[src/rtl/config_connection_block.sv]
`default_nettype none
// ============================================================================
// Module      : config_connection_block
// Description : Connection block for one fabric tile. Joins NCLB adjacent
//               CLBs to NT = 2*(WS+WD) directional routing tracks through
//               configuration-driven multiplexers. There are no tristates.
//
//               Configuration shifts serially into a shadow chain. On a
//               commit request the chain is copied into the active
//               configuration in one step, but only if exactly CFG_BITS bits
//               arrived since the last commit and the chain has even parity.
//
// Ports       :
//   clk         fabric clock
//   rst         synchronous, active-high reset
//   cen         configuration shift enable
//   shift_in    configuration serial data in
//   set_in      commit request (single-cycle pulse)
//   shift_out   configuration serial data out (shadow MSB)
//   cfg_valid   an active configuration has been committed
//   cfg_err     the most recent commit request was rejected
//   trk_in      track inputs; low half = side 0, high half = side 1
//   trk_out     track outputs; same index map as trk_in
//   clb_output  CLB output pins; CLB n pin j at bit n*CLBOUT+j
//   clb_input   CLB input pins;  CLB n pin p at bit n*CLBIN+p
//   clb_cout    carry out of each CLB
//   clb_cin     carry into each CLB
//   carry_in    carry from the neighbouring tile
//   carry_out   carry to the neighbouring tile (last CLB's carry out)
//
// Revision    : 1.0 - initial release
// ============================================================================
module config_connection_block #(
    parameter int WS      = 4,   // single tracks per side
    parameter int WD      = 8,   // double tracks per side
    parameter int NCLB    = 2,   // adjacent CLBs served (1..4)
    parameter int CLBIN   = 10,  // input pins per CLB
    parameter int CLBOUT  = 5,   // output pins per CLB
    parameter int REG_OUT = 0    // 1 = register clb_input / trk_out
) (
    input  logic                       clk,
    input  logic                       rst,
    input  logic                       cen,
    input  logic                       shift_in,
    input  logic                       set_in,
    output logic                       shift_out,
    output logic                       cfg_valid,
    output logic                       cfg_err,
    input  logic [2*(WS+WD)-1:0]       trk_in,
    output logic [2*(WS+WD)-1:0]       trk_out,
    input  logic [NCLB*CLBOUT-1:0]     clb_output,
    output logic [NCLB*CLBIN-1:0]      clb_input,
    input  logic [NCLB-1:0]            clb_cout,
    output logic [NCLB-1:0]            clb_cin,
    input  logic                       carry_in,
    output logic                       carry_out
);

    // ------------------------------------------------------------------------
    // Derived sizes and configuration bit map (LSB first):
    //   [BASE_T-1:0]            input-pin selects, SELI bits each
    //   [BASE_C-1:BASE_T]       track selects, SELO bits each
    //   [BASE_C+NCLB-1:BASE_C]  per-CLB carry enables
    //   [CFG_BITS-1]            parity bit (first bit shifted in)
    // ------------------------------------------------------------------------
    localparam int NT       = 2 * (WS + WD);
    localparam int NPIN     = NCLB * CLBIN;
    localparam int NOUT     = NCLB * CLBOUT;
    localparam int SELI     = $clog2(NT + 1);
    localparam int SELO     = $clog2(NOUT + 2);
    localparam int BASE_T   = NPIN * SELI;
    localparam int BASE_C   = BASE_T + NT * SELO;
    localparam int CFG_BITS = BASE_C + NCLB + 1;
    localparam int CNT_W    = $clog2(CFG_BITS + 2);

    localparam logic [CNT_W-1:0] CNT_FULL = CNT_W'(CFG_BITS);
    localparam logic [CNT_W-1:0] CNT_SAT  = CNT_W'(CFG_BITS + 1);

    // ------------------------------------------------------------------------
    // Configuration storage
    // ------------------------------------------------------------------------
    logic [CFG_BITS-1:0] r_shadow;
    // The parity bit has no meaning once a load has been accepted, so the
    // active copy keeps only the payload below it.
    logic [CFG_BITS-2:0] r_active;
    logic [CNT_W-1:0]    r_count;
    logic                r_valid;
    logic                r_err;

    logic w_count_ok;
    logic w_parity_ok;
    logic w_accept;

    assign w_count_ok  = (r_count == CNT_FULL);
    assign w_parity_ok = ~(^r_shadow);
    // A commit that coincides with a shift is never accepted: the shadow is
    // changing under it.
    assign w_accept    = set_in & ~cen & w_count_ok & w_parity_ok;

    always_ff @(posedge clk) begin
        if (rst) begin
            r_shadow <= '0;
            r_active <= '0;
            r_count  <= '0;
            r_valid  <= 1'b0;
            r_err    <= 1'b0;
        end else begin
            // Shift path. The counter saturates one past a full load so that
            // an over-long load is distinguishable from an exact one.
            if (cen) begin
                r_shadow <= {r_shadow[CFG_BITS-2:0], shift_in};
                if (r_count != CNT_SAT) begin
                    r_count <= r_count + CNT_W'(1);
                end
            end else if (set_in) begin
                // A commit restarts the bit count whether or not it is
                // accepted; a commit issued while shifting leaves it alone.
                r_count <= '0;
            end

            // Commit path. The whole payload moves in one clock, so the
            // muxes never see a partially updated configuration.
            if (set_in) begin
                if (w_accept) begin
                    r_active <= r_shadow[CFG_BITS-2:0];
                    r_valid  <= 1'b1;
                    r_err    <= 1'b0;
                end else begin
                    r_err    <= 1'b1;
                end
            end
        end
    end

    assign shift_out = r_shadow[CFG_BITS-1];
    assign cfg_valid = r_valid;
    assign cfg_err   = r_err;

    // ------------------------------------------------------------------------
    // CLB input-pin multiplexers
    //   sel 0        -> 0
    //   sel 1..NT    -> trk_in[sel-1]
    //   sel > NT     -> 0 (unused codes of the select field)
    // The result is forced to 0 until a configuration is committed.
    // ------------------------------------------------------------------------
    logic [NPIN-1:0] w_clb_input;

    for (genvar gp = 0; gp < NPIN; gp++) begin : g_pin
        logic [SELI-1:0] w_sel;
        logic            w_bit;

        assign w_sel = r_active[gp*SELI +: SELI];

        always_comb begin
            w_bit = 1'b0;
            for (int k = 1; k <= NT; k++) begin
                if (int'(w_sel) == k) begin
                    w_bit = trk_in[k-1];
                end
            end
        end

        assign w_clb_input[gp] = r_valid & w_bit;
    end

    // ------------------------------------------------------------------------
    // Track output multiplexers
    //   sel 0            -> same track index on the opposite side
    //   sel 1            -> 0 (track not driven by this block)
    //   sel 2+j, j<NOUT  -> clb_output[j]
    //   any other code   -> treated as passthrough
    // ------------------------------------------------------------------------
    logic [NT-1:0] w_trk_out;

    for (genvar gt = 0; gt < NT; gt++) begin : g_trk
        localparam int PASS = (gt + NT / 2) % NT;

        logic [SELO-1:0] w_sel;
        logic            w_bit;

        assign w_sel = r_active[BASE_T + gt*SELO +: SELO];

        always_comb begin
            w_bit = trk_in[PASS];
            if (int'(w_sel) == 1) begin
                w_bit = 1'b0;
            end else begin
                for (int j = 0; j < NOUT; j++) begin
                    if (int'(w_sel) == j + 2) begin
                        w_bit = clb_output[j];
                    end
                end
            end
        end

        assign w_trk_out[gt] = r_valid & w_bit;
    end

    // ------------------------------------------------------------------------
    // Carry chain. Always combinational, independent of REG_OUT, so a carry
    // can ripple through several tiles within one cycle.
    // ------------------------------------------------------------------------
    logic [NCLB-1:0] w_carry_en;

    assign w_carry_en = r_active[BASE_C +: NCLB];

    for (genvar gc = 0; gc < NCLB; gc++) begin : g_carry
        if (gc == 0) begin : g_first
            assign clb_cin[gc] = r_valid & w_carry_en[gc] & carry_in;
        end else begin : g_chain
            assign clb_cin[gc] = r_valid & w_carry_en[gc] & clb_cout[gc-1];
        end
    end

    assign carry_out = clb_cout[NCLB-1];

    // ------------------------------------------------------------------------
    // Optional output register stage for the routing muxes
    // ------------------------------------------------------------------------
    if (REG_OUT != 0) begin : g_reg_out
        logic [NPIN-1:0] r_clb_input;
        logic [NT-1:0]   r_trk_out;

        always_ff @(posedge clk) begin
            if (rst) begin
                r_clb_input <= '0;
                r_trk_out   <= '0;
            end else begin
                r_clb_input <= w_clb_input;
                r_trk_out   <= w_trk_out;
            end
        end

        assign clb_input = r_clb_input;
        assign trk_out   = r_trk_out;
    end else begin : g_comb_out
        assign clb_input = w_clb_input;
        assign trk_out   = w_trk_out;
    end

endmodule
`default_nettype wire

[config.mk]
export PLATFORM = sky130hd
export DESIGN_NAME = config_connection_block
export DESIGN_NICKNAME = d
export VERILOG_FILES = /design/src/rtl/config_connection_block.sv
export SDC_FILE = /design/constraint.sdc
export NUM_CORES = 2
export LEC_CHECK = 0
export BUFFER_PORTS_ARGS = -buffer_cell sky130_fd_sc_hd__buf_4
export CORE_ASPECT_RATIO = 1.25
export CORE_MARGIN = 2
export CORE_UTILIZATION = 30
export CTS_CLUSTER_SIZE = 14
export DETAILED_ROUTE_END_ITERATION = 12
export HOLD_SLACK_MARGIN = 0.1
export SLEW_MARGIN = 20
export SYNTH_ARGS = -nofsm -noshare
export SYNTH_HDL_FRONTEND = slang
export SYNTH_SLANG_ARGS = --single-unit
[constraint.sdc]
create_clock -name clk -period 3 [get_ports clk]
set_clock_uncertainty 0.15 [all_clocks]
set_input_delay 0.6 -clock clk [delete_from_list [all_inputs] [get_ports clk]]
set_output_delay 0.6 -clock clk [all_outputs]
set_load 0.005 [all_outputs]
==> flow_metrics.env <==
export IMPL_synth_yosys_seq_area_share_pct=29.8
export IMPL_clk_latency_worst_skew_pair_ps=630
export IMPL_critPathKind="register to primary output"
export IMPL_timing_critical_path_slowest_cell_delay_ps=430
export IMPL_slew_viol_final=0
export IMPL_most_frequent_cells_in_the_layout="685 x sky130_fd_sc_hd__buf_4, 633 x sky130_fd_sc_hd__nor2_1, 450 x sky130_fd_sc_hd__mux2i_1"
export IMPL_clkSinkCount=407
export IMPL_grt_first_pass_wirelength_um=155000
export IMPL_clk_pin_slew_ps=60
export IMPL_violated_checks="setup timing"
export IMPL_grt_overflow=0
export IMPL_timing_reg2reg_worst_path_depth=14
export IMPL_critPathMaxFanout=9
export IMPL_critical_path_cell_chain="inv_1 > nor3b_2 > o22ai_2 > a2111oi_2 > o21ai_1 > a22o_1 > a211oi_2 > a41oi_1 > o22a_1 > a311oi_4 > buf_4 > buf_4"
export IMPL_holdCritPathClass="input port to register"
export IMPL_die_height_um=341
export IMPL_clock_tree_htree_level_count=2
export IMPL_drc_violation_count_after_routing=0
export IMPL_dpl_hpwl_um=71100
export IMPL_asyncSetResetFlopFracSynth_pct=0
export IMPL_worst_max_slew_margin_expressed_relative_to_the_limit_pct=35.8
export IMPL_synth_seq_cells=407
export IMPL_antenna_violating_nets_post_route=0
export IMPL_timing_setup_tns_ps=-42190
export IMPL_grt_pass1_vias=26600
export IMPL_status="finished with violations"
export IMPL_drtPass1Iterations=8
export IMPL_post_synth_num_cell_types=78
export IMPL_layout_commonest_cell="sky130_fd_sc_hd__buf_4"
export IMPL_boundaryPins=92
export IMPL_finalInstanceArea_um2=38700
export IMPL_crit_buf_inv=3
export IMPL_finalNetCount=4133
export IMPL_setup_viol=242
export IMPL_crit_start="r_active[65]$_SDFFE_PP0P_"
export IMPL_die_width_um=274
export IMPL_initial_utilization_pct=30.3
export IMPL_max_cap_viol_count=0
export IMPL_area_occupied_by_multi_input_gates_um2=19300
export IMPL_cpMostUsedCell="sky130_fd_sc_hd__buf_4"
export IMPL_synthesis_nets=3563
export IMPL_power_leakage_nw=16.6
export IMPL_ys_flop_type="sky130_fd_sc_hd__dfxtp_1"
export IMPL_fin_crit_sh_pct=131
export IMPL_timing_hold_ws_ps=142
export IMPL_synth_avg_cell_area_um2=7.77
export IMPL_ff_latch_area_um2=8490
export IMPL_timing_final_crit_period_ps=3920
export IMPL_coreArea_um2=90200
export IMPL_worstReg2RegEnd="r_active[178]$_SDFFE_PP0P_"
export IMPL_worstSetupEndpoint="clb_input[13]"
export IMPL_design_die_area_um2=93500
export IMPL_drt_initial_drc_count=2296
export IMPL_grtUsageTotal_pct=21.0
export IMPL_synth_enable_flop_cells=0
export IMPL_timing_critical_path_to_type="primary output"
export IMPL_critPathArrivalTime_ps=3170
export IMPL_worstReg2RegStart="r_shadow[110]$_SDFFE_PP0P_"
export IMPL_viasPerCell=5.35
export IMPL_routed_wire_length_per_instance_um=19.4
export IMPL_worst_ep_required_time_ps=2250
export IMPL_placedInstanceArea_um2=33500
export IMPL_worst_path_stages=12
export IMPL_grt_antenna_before_repair=2
export IMPL_fmax_mhz=255
export IMPL_max_vdd_drop_uv=424
export IMPL_insertedDiodeCount=0
export IMPL_power_density_cell_area_nw_per_um2=327
export IMPL_num_rows=123
export IMPL_grt_setup_unrepaired="yes"
export IMPL_worst_pin_slew_ps=963
export IMPL_cpMaxStageDelayCell="sky130_fd_sc_hd__dfxtp_4"
export IMPL_layout_setup_ws_ps=-921
export IMPL_clockBufferDepth=3
export IMPL_route_final_wire_length_um=103000
export IMPL_final_layout_size_suffix_gt1_share_pct=32.8
export IMPL_critical_path_top_delay_family="compound AO/OA/AOI/OAI gates"
export IMPL_buffer_ports_inserted=89
export IMPL_clockRootBuffer="sky130_fd_sc_hd__clkbuf_16"
export IMPL_endpoints_failing_hold=0
export IMPL_cts_tree="done"
export IMPL_tritoncts_num_buffers=46
export IMPL_place_gp_congestion=0.932
export IMPL_filler_cell_count=8739
export IMPL_ys_warn_count=0
export IMPL_vias=28400
export IMPL_synthesis_area_um2=27300
export IMPL_grt_start_max_net_pins=118
export IMPL_layout_area_overhead_vs_synth_pct=41.5
export IMPL_synthCells=3519
export IMPL_regToRegSetupSlack_ps=-240
export IMPL_critPathLaunchType="register"
-- sequential cells by signal, summed over array words and instances, names as in the netlist --
name / flops
r_shadow: 199
r_active: 198
r_count: 8
cfg_err: 1
cfg_valid: 1
-- layout make-up --
cell class	count	share of cell area, %
clock buffer	56	3.26
clock inverter	22	0.887
inverter	73	0.738
multi-input combinational	2722	49.9
sequential	407	22.0
tap	1187	3.84
timing repair buffer	839	19.4
-- cell usage after synthesis (all sizes together) (35+ instances only) --
library cell	number	area share [%]
inv	68	0.93
nand3	50	0.92
a21oi	168	3.1
mux2i	459	17
nor2b	70	1.6
a31oi	37	0.85
o22ai	41	0.94
nor3	52	0.95
o21ai	230	4.2
nor3b	35	0.96
nand2	209	2.9
dfxtp	407	30
nand3b	60	1.6
nand2b	68	1.6
clkbuf	265	3.6
nor2	648	8.9
xnor2	171	5.5
buf	52	1.1
-- worst min path at each step --
| stage | depth (start not counted) | startpoint | slack, ps | endpoint |
|---|---|---|---|---|
| 2_1_floorplan | 2 | r_active[196]$_SDFFE_PP0P_ | 310 | r_active[196]$_SDFFE_PP0P_ |
| 3_3_place_gp | 2 | r_active[197]$_SDFFE_PP0P_ | 330 | r_active[197]$_SDFFE_PP0P_ |
| 3_5_place_dp | 2 | r_active[197]$_SDFFE_PP0P_ | 340 | r_active[197]$_SDFFE_PP0P_ |
| 4_1_cts | 3 | set_in | 130 | cfg_err$_SDFFE_PP0P_ |
| 5_1_grt | 3 | cen | 140 | r_shadow[197]$_SDFFE_PP0P_ |
| 6_report | 3 | set_in | 140 | cfg_err$_SDFFE_PP0P_ |
-- kinds of logic (layout without fill, tap and decap cells) --
| kind of cell | count (synthesis) | after routing | share of synthesized area, % |
|---|---|---|---|
| and+or+nand+nor | 1280 | 1280 | 21.7 |
| adders and majority gates | 2 | 2 | 0.0916 |
| muxes | 482 | 482 | 18.3 |
| DFF | 407 | 407 | 29.8 |
| xor gates and xnor gates | 201 | 201 | 6.54 |
| AOI/OAI and AO/OA | 757 | 757 | 17.7 |
| buffers and inverters | 390 | 990 | 5.77 |
-- what timing repair did --
action                                 4_1_cts  5_1_grt
gates resized for setup                    452      329
setup buffers                               74       46
setup endpoints to repair                  244      243
hold buffers                                 1        0
cloned                                      14        2
pin swaps                                  206      186
endpoints found under the hold margin        1        0
-- worst register-to-register path, cell delays in order, from the launching register on --
cell                      delay (ps)
sky130_fd_sc_hd__dfxtp_1         380
sky130_fd_sc_hd__xor2_2          250
sky130_fd_sc_hd__xnor2_4         110
sky130_fd_sc_hd__xnor2_2         160
sky130_fd_sc_hd__xnor2_2         350
sky130_fd_sc_hd__xnor2_2         150
sky130_fd_sc_hd__xnor2_1         150
sky130_fd_sc_hd__buf_4           140
sky130_fd_sc_hd__xnor3_2         430
sky130_fd_sc_hd__nand2_8         170
sky130_fd_sc_hd__buf_12          150
sky130_fd_sc_hd__buf_12          130
sky130_fd_sc_hd__buf_12          130
sky130_fd_sc_hd__mux2i_4         210
sky130_fd_sc_hd__nor2_1           50
-- power by group --
group	switching, mW	total (mW)	internal, mW
Sequential	0.00379	5.35	5.35
Combinational	0.706	1.14	0.436
Clock	2.49	6.16	3.68
Total	3.20	12.7	9.46
-- routing by layer --
layer  global-route usage [%]  wire [µm]
met4                     9.11       4640
met1                     26.8      43500
met3                     2.66       5960
met2                     35.5      48900
met5                        0          0
-- stage by stage --
stage	instances	power, mW	worst slack, ps	util, %
after floorplan	3519	6.03	-74.0	-
after global placement	5122	6.58	-851	37.1
after detailed placement	5122	6.58	-823	37.1
after CTS	5281	12.7	-1030	41.5
after global routing	5306	13.0	-1050	42.9
final	5306	12.7	-921	42.9
(Power assumes the default switching activity.)
